## config.mk

```make
export PLATFORM = sky130hd
export DESIGN_NAME = fft_twiddle_sequencer
export DESIGN_NICKNAME = d
export VERILOG_FILES = /design/src/rtl/fft_twiddle_sequencer.sv
export SDC_FILE = /design/constraint.sdc
export NUM_CORES = 1
export LEC_CHECK = 0
export CAP_MARGIN = 10
export CORE_AREA = 5 5 52 77
export DETAILED_ROUTE_END_ITERATION = 7
export DIE_AREA = 0 0 57 82
export DONT_BUFFER_PORTS = 1
export GPL_TIMING_DRIVEN = 0
export PLACE_DENSITY_LB_ADDON = 0.08
export SLEW_MARGIN = 5
export SYNTH_ARGS = -nofsm -noshare
export SYNTH_HDL_FRONTEND = slang
export SYNTH_SLANG_ARGS = --single-unit
```

## constraint.sdc

```tcl
create_clock -name clk -period 3.23 [get_ports clk]
set_input_delay 0.323 -clock clk [delete_from_list [all_inputs] [get_ports clk]]
set_output_delay 0.323 -clock clk [all_outputs]
set_load 0.01 [all_outputs]
```

## src/rtl/fft_twiddle_sequencer.sv

```systemverilog
// rtl/fft_twiddle_sequencer.sv - radix-2 DIF butterfly schedule and twiddle address sequencer
module fft_twiddle_sequencer #(
  parameter int LOG2N = 6,
  parameter int BW    = LOG2N - 1,
  parameter int SW    = 3
) (
  input  logic          clk,
  input  logic          rst,
  input  logic          start,
  input  logic          inverse,
  input  logic          valid,
  output logic          busy,
  output logic          tw_valid,
  output logic [SW-1:0] stage,
  output logic [BW-1:0] bfly,
  output logic [BW-1:0] tw_addr,
  output logic          tw_bypass,
  output logic          tw_conj,
  output logic          last_bfly,
  output logic          done
);

  localparam logic [BW-1:0] BFLY_LAST  = {BW{1'b1}};
  localparam logic [SW-1:0] STAGE_LAST = SW'(LOG2N - 1);

  typedef enum logic {IDLE, RUN} state_t;

  state_t        state;
  logic [SW-1:0] stg_cnt;
  logic [BW-1:0] bfly_cnt;
  logic          inv_lat;
  logic [BW-1:0] k;

  // Twiddle index: keep the low (BW-s) bits of j and shift by s; the shift
  // truncated to BW bits does exactly that, and the last stage lands on 0.
  always_comb begin
    k = bfly_cnt << stg_cnt;
  end

  // Schedule FSM; every output is registered and describes the butterfly
  // accepted on the previous edge.
  always_ff @(posedge clk) begin
    if (rst) begin
      state     <= IDLE;
      stg_cnt   <= '0;
      bfly_cnt  <= '0;
      inv_lat   <= 1'b0;
      busy      <= 1'b0;
      tw_valid  <= 1'b0;
      stage     <= '0;
      bfly      <= '0;
      tw_addr   <= '0;
      tw_bypass <= 1'b0;
      tw_conj   <= 1'b0;
      last_bfly <= 1'b0;
      done      <= 1'b0;
    end else begin
      tw_valid  <= 1'b0;
      tw_conj   <= 1'b0;
      last_bfly <= 1'b0;
      done      <= 1'b0;
      case (state)
        IDLE: begin
          if (start) begin
            inv_lat  <= inverse;
            stg_cnt  <= '0;
            bfly_cnt <= '0;
            busy     <= 1'b1;
            state    <= RUN;
          end
        end
        RUN: begin
          if (valid) begin
            tw_valid  <= 1'b1;
            stage     <= stg_cnt;
            bfly      <= bfly_cnt;
            tw_addr   <= k;
            tw_bypass <= (k == '0);
            tw_conj   <= inv_lat;
            last_bfly <= (bfly_cnt == BFLY_LAST);
            if (bfly_cnt == BFLY_LAST) begin
              bfly_cnt <= '0;
              if (stg_cnt == STAGE_LAST) begin
                stg_cnt <= '0;
                busy    <= 1'b0;
                done    <= 1'b1;
                state   <= IDLE;
              end else begin
                stg_cnt <= stg_cnt + 1'b1;
              end
            end else begin
              bfly_cnt <= bfly_cnt + 1'b1;
            end
          end
        end
        default: state <= IDLE;
      endcase
    end
  end

endmodule

```

==> run metrics <==
result of the run completed; post-CTS repair timing setup buffer count 0; Yosys cell types 38; antenna violations before repair 0; residual antenna-violating net count after detailed routing 0; number of standard cells after synthesis 150; worst slew margin relative to its limit a little under 70%; multi-input gate area in the final layout 638.1 um^2; Root Driver sky130_fd_sc_hd__clkbuf_8; total clock buffers created by CTS 5; H-tree level count 2; asr flop ratio synth 0%; routed length per instance 15.39 um; yosys warns 0; register area share after synthesis 44.79%; via count normalized by instance count 5.230; Port Buffers 0; die area 4674 um^2; aggregate routed wire length 3.077 mm; CTS hold repair buffers 0; final global-route overflow total 0; kind of start point of the critical path flop; Max rail drop VDD 0.0002581 V; most frequent cells in the layout sky130_fd_sc_hd__dfxtp_1 (29), sky130_fd_sc_hd__nand2_1 (24), sky130_fd_sc_hd__a21oi_1 (16); Clock Latency Late Sink between 0.2 and 0.3 ns; Crit. End Element flop; Pins Over Slew Limit 0; final clock skew about 0.0038 ns; number of fill cells 367; Req. time, crit path 3.44 ns; total power density per cell area a little under 500 nW/um^2; wire length on met2 1.539 mm; buffer levels on the longest clock path 2; Die Span X 57 um; die height ~82 um; number of flops mapped to enable cells by yosys 0; min cycle time layout 1.905 ns; Met3 Routed Length 207 um; fmax approximately 520 MHz; Pre-antenna DRT Iters 4; most common library cell in the layout ignoring fill and taps sky130_fd_sc_hd__dfxtp_1; Max-Cap Viols 0; final hold violation count 0; P&R area growth vs syn 10.42%; post-synthesis area per instance 8.642 um^2; clock tree from TritonCTS done; flop and latch count out of synthesis 29; classification of the worst-slack hold path in -> reg; layout cells sized above 1 12.66%; DRC 0; arrival time reported for the critical path endpoint 2.11 ns; via count of the first global-routing pass 1,060; Syn Std Cell Area 1296 um^2; setup repair after global routing missed its margin no; slew at the pin closest to its max-slew limit 0.4903 ns; count of instances resized after the clock tree is built 0; clock sink count 29; first-pass GRT wire length 5.050 mm; GRT Resource Usage Total 14.40%; Initial Util approximately two fifths; Syn Nets ~160; maximum number of pins on one net before global-route repair 11; area of the core around 3300 um^2; number of diodes added for antenna fixing 0; final net count 164; total power 0.6999 mW; final worst-path cycle share about three fifths; site row count 26; routability cong. 0.8400; number of endpoints failing setup at the final stage 0; static leakage 0.5424 nW; Max Fanout on Critical Path 9; metal1 wirelength around 1.2 mm; clock-pin transition on the worst setup and hold timing paths around 0.060 ns; number of top-level pins 24; CP Class reg -> reg; max layer used met4; Sequential cell area 580.6 um^2; via count approximately 1,000; detailed placement HPWL 2.287 mm; DRC violation total after the first TritonRoute iteration 14; top flip-flop cell by instance count after synthesis sky130_fd_sc_hd__dfxtp_1; total negative slack for setup checks 0 ns
-- cell type report --
type / count / area share (%)
well taps: 42 / 3.671
inverters: 2 / 0.5245
flip-flops and latches: 29 / 40.56
plain buffers: 12 / 4.895
multi-input cells: 107 / 44.58
clock inverters: 2 / 0.6993
clock buffers: 6 / 5.070
-- worst max-delay path, cell delays in order (launching register included) --
cell,delay [ns]
sky130_fd_sc_hd__dfxtp_1,0.48
sky130_fd_sc_hd__ha_1,0.23
sky130_fd_sc_hd__and3_1,0.17
sky130_fd_sc_hd__ha_1,0.13
sky130_fd_sc_hd__clkbuf_1,0.34
sky130_fd_sc_hd__a21o_1,0.23
sky130_fd_sc_hd__nand4_1,0.11
sky130_fd_sc_hd__a21oi_1,0.14
-- layer usage --
| layer | up-vias | global-route usage, % |
|---|---|---|
| li1 | 531 | - |
| met1 | 479 | 14.66 |
| met2 | 28 | 24.94 |
| met3 | 8 | 5.975 |
| met4 | 0 | 7.657 |
| met5 | - | 0 |
-- power breakdown --
part           internal, mW  total (mW)  switching (mW)
Clock                 0.149       0.280           0.132
Combinational        0.0164      0.0468          0.0304
Sequential            0.365       0.373         0.00802
-- per-stage QoR --
| stage | hold slack (ns) | setup WS [ns] | cell area [um^2] | util [%] | std cells |
|---|---|---|---|---|---|
| 3_5_place_dp | 0.4658 | 1.326 | 1349 | 40.65 | 192 |
| 5_1_grt | 0.1612 | 1.166 | 1431 | 43.14 | 200 |
| 6_report | 0.1724 | 1.325 | 1431 | 43.14 | 200 |
| 4_1_cts | 0.1669 | 1.317 | 1431 | 43.14 | 200 |
| 2_1_floorplan | 0.4293 | 1.653 | 1296 | - | 150 |
| 3_3_place_gp | 0.4440 | 1.334 | 1349 | 40.65 | 192 |
-- logic make-up after synthesis --
family	count (synthesis)	share of synthesized area, %
simple gates	66	25.00
compound gates	33	16.22
xor+xnor	1	0.6758
fa+ha+maj	2	1.930
buf+inv	14	5.984
flops	29	44.79
mux	5	5.406
-- cells in the mapped netlist, drive strengths merged (3+ instances only) --
| cell | n | area share (%) |
|---|---|---|
| dfxtp | 29 | 45 |
| nand2 | 24 | 7.0 |
| a21oi | 17 | 6.9 |
| nor2 | 14 | 4.1 |
| buf | 7 | 3.9 |
| nor2b | 6 | 2.9 |
| clkbuf | 5 | 1.5 |
| o21ai | 4 | 1.5 |
| a22oi | 3 | 1.7 |
| and2 | 3 | 1.4 |
| mux2 | 3 | 2.6 |
| nand4 | 3 | 1.4 |
| nor3 | 3 | 1.2 |
-- flip-flops by register name (all words and copies together) (netlist names) --
name,cells
tw_valid,1
done,1
tw_addr,5
tw_bypass,1
last_bfly,1
stage,3
stg_cnt,3
bfly_cnt,5
bfly,5
state,1
inv_lat,1
busy,1
tw_conj,1
-- worst paths after layout --
path,start,endpoint,slack (ns),cells after the start
setup reg to reg,bfly_cnt[0]$_SDFFE_PP0P_,stg_cnt[1]$_SDFFE_PP0P_,1.32,7
setup / recovery,bfly_cnt[0]$_SDFFE_PP0P_,stg_cnt[1]$_SDFFE_PP0P_,1.32,7
hold reg to reg,inv_lat$_SDFFE_PP0P_,tw_conj$_SDFF_PP0_,0.48,1
hold / removal,rst,tw_valid$_SDFF_PP0_,0.17,1
Note: power is estimated with default switching activity, not from simulation.
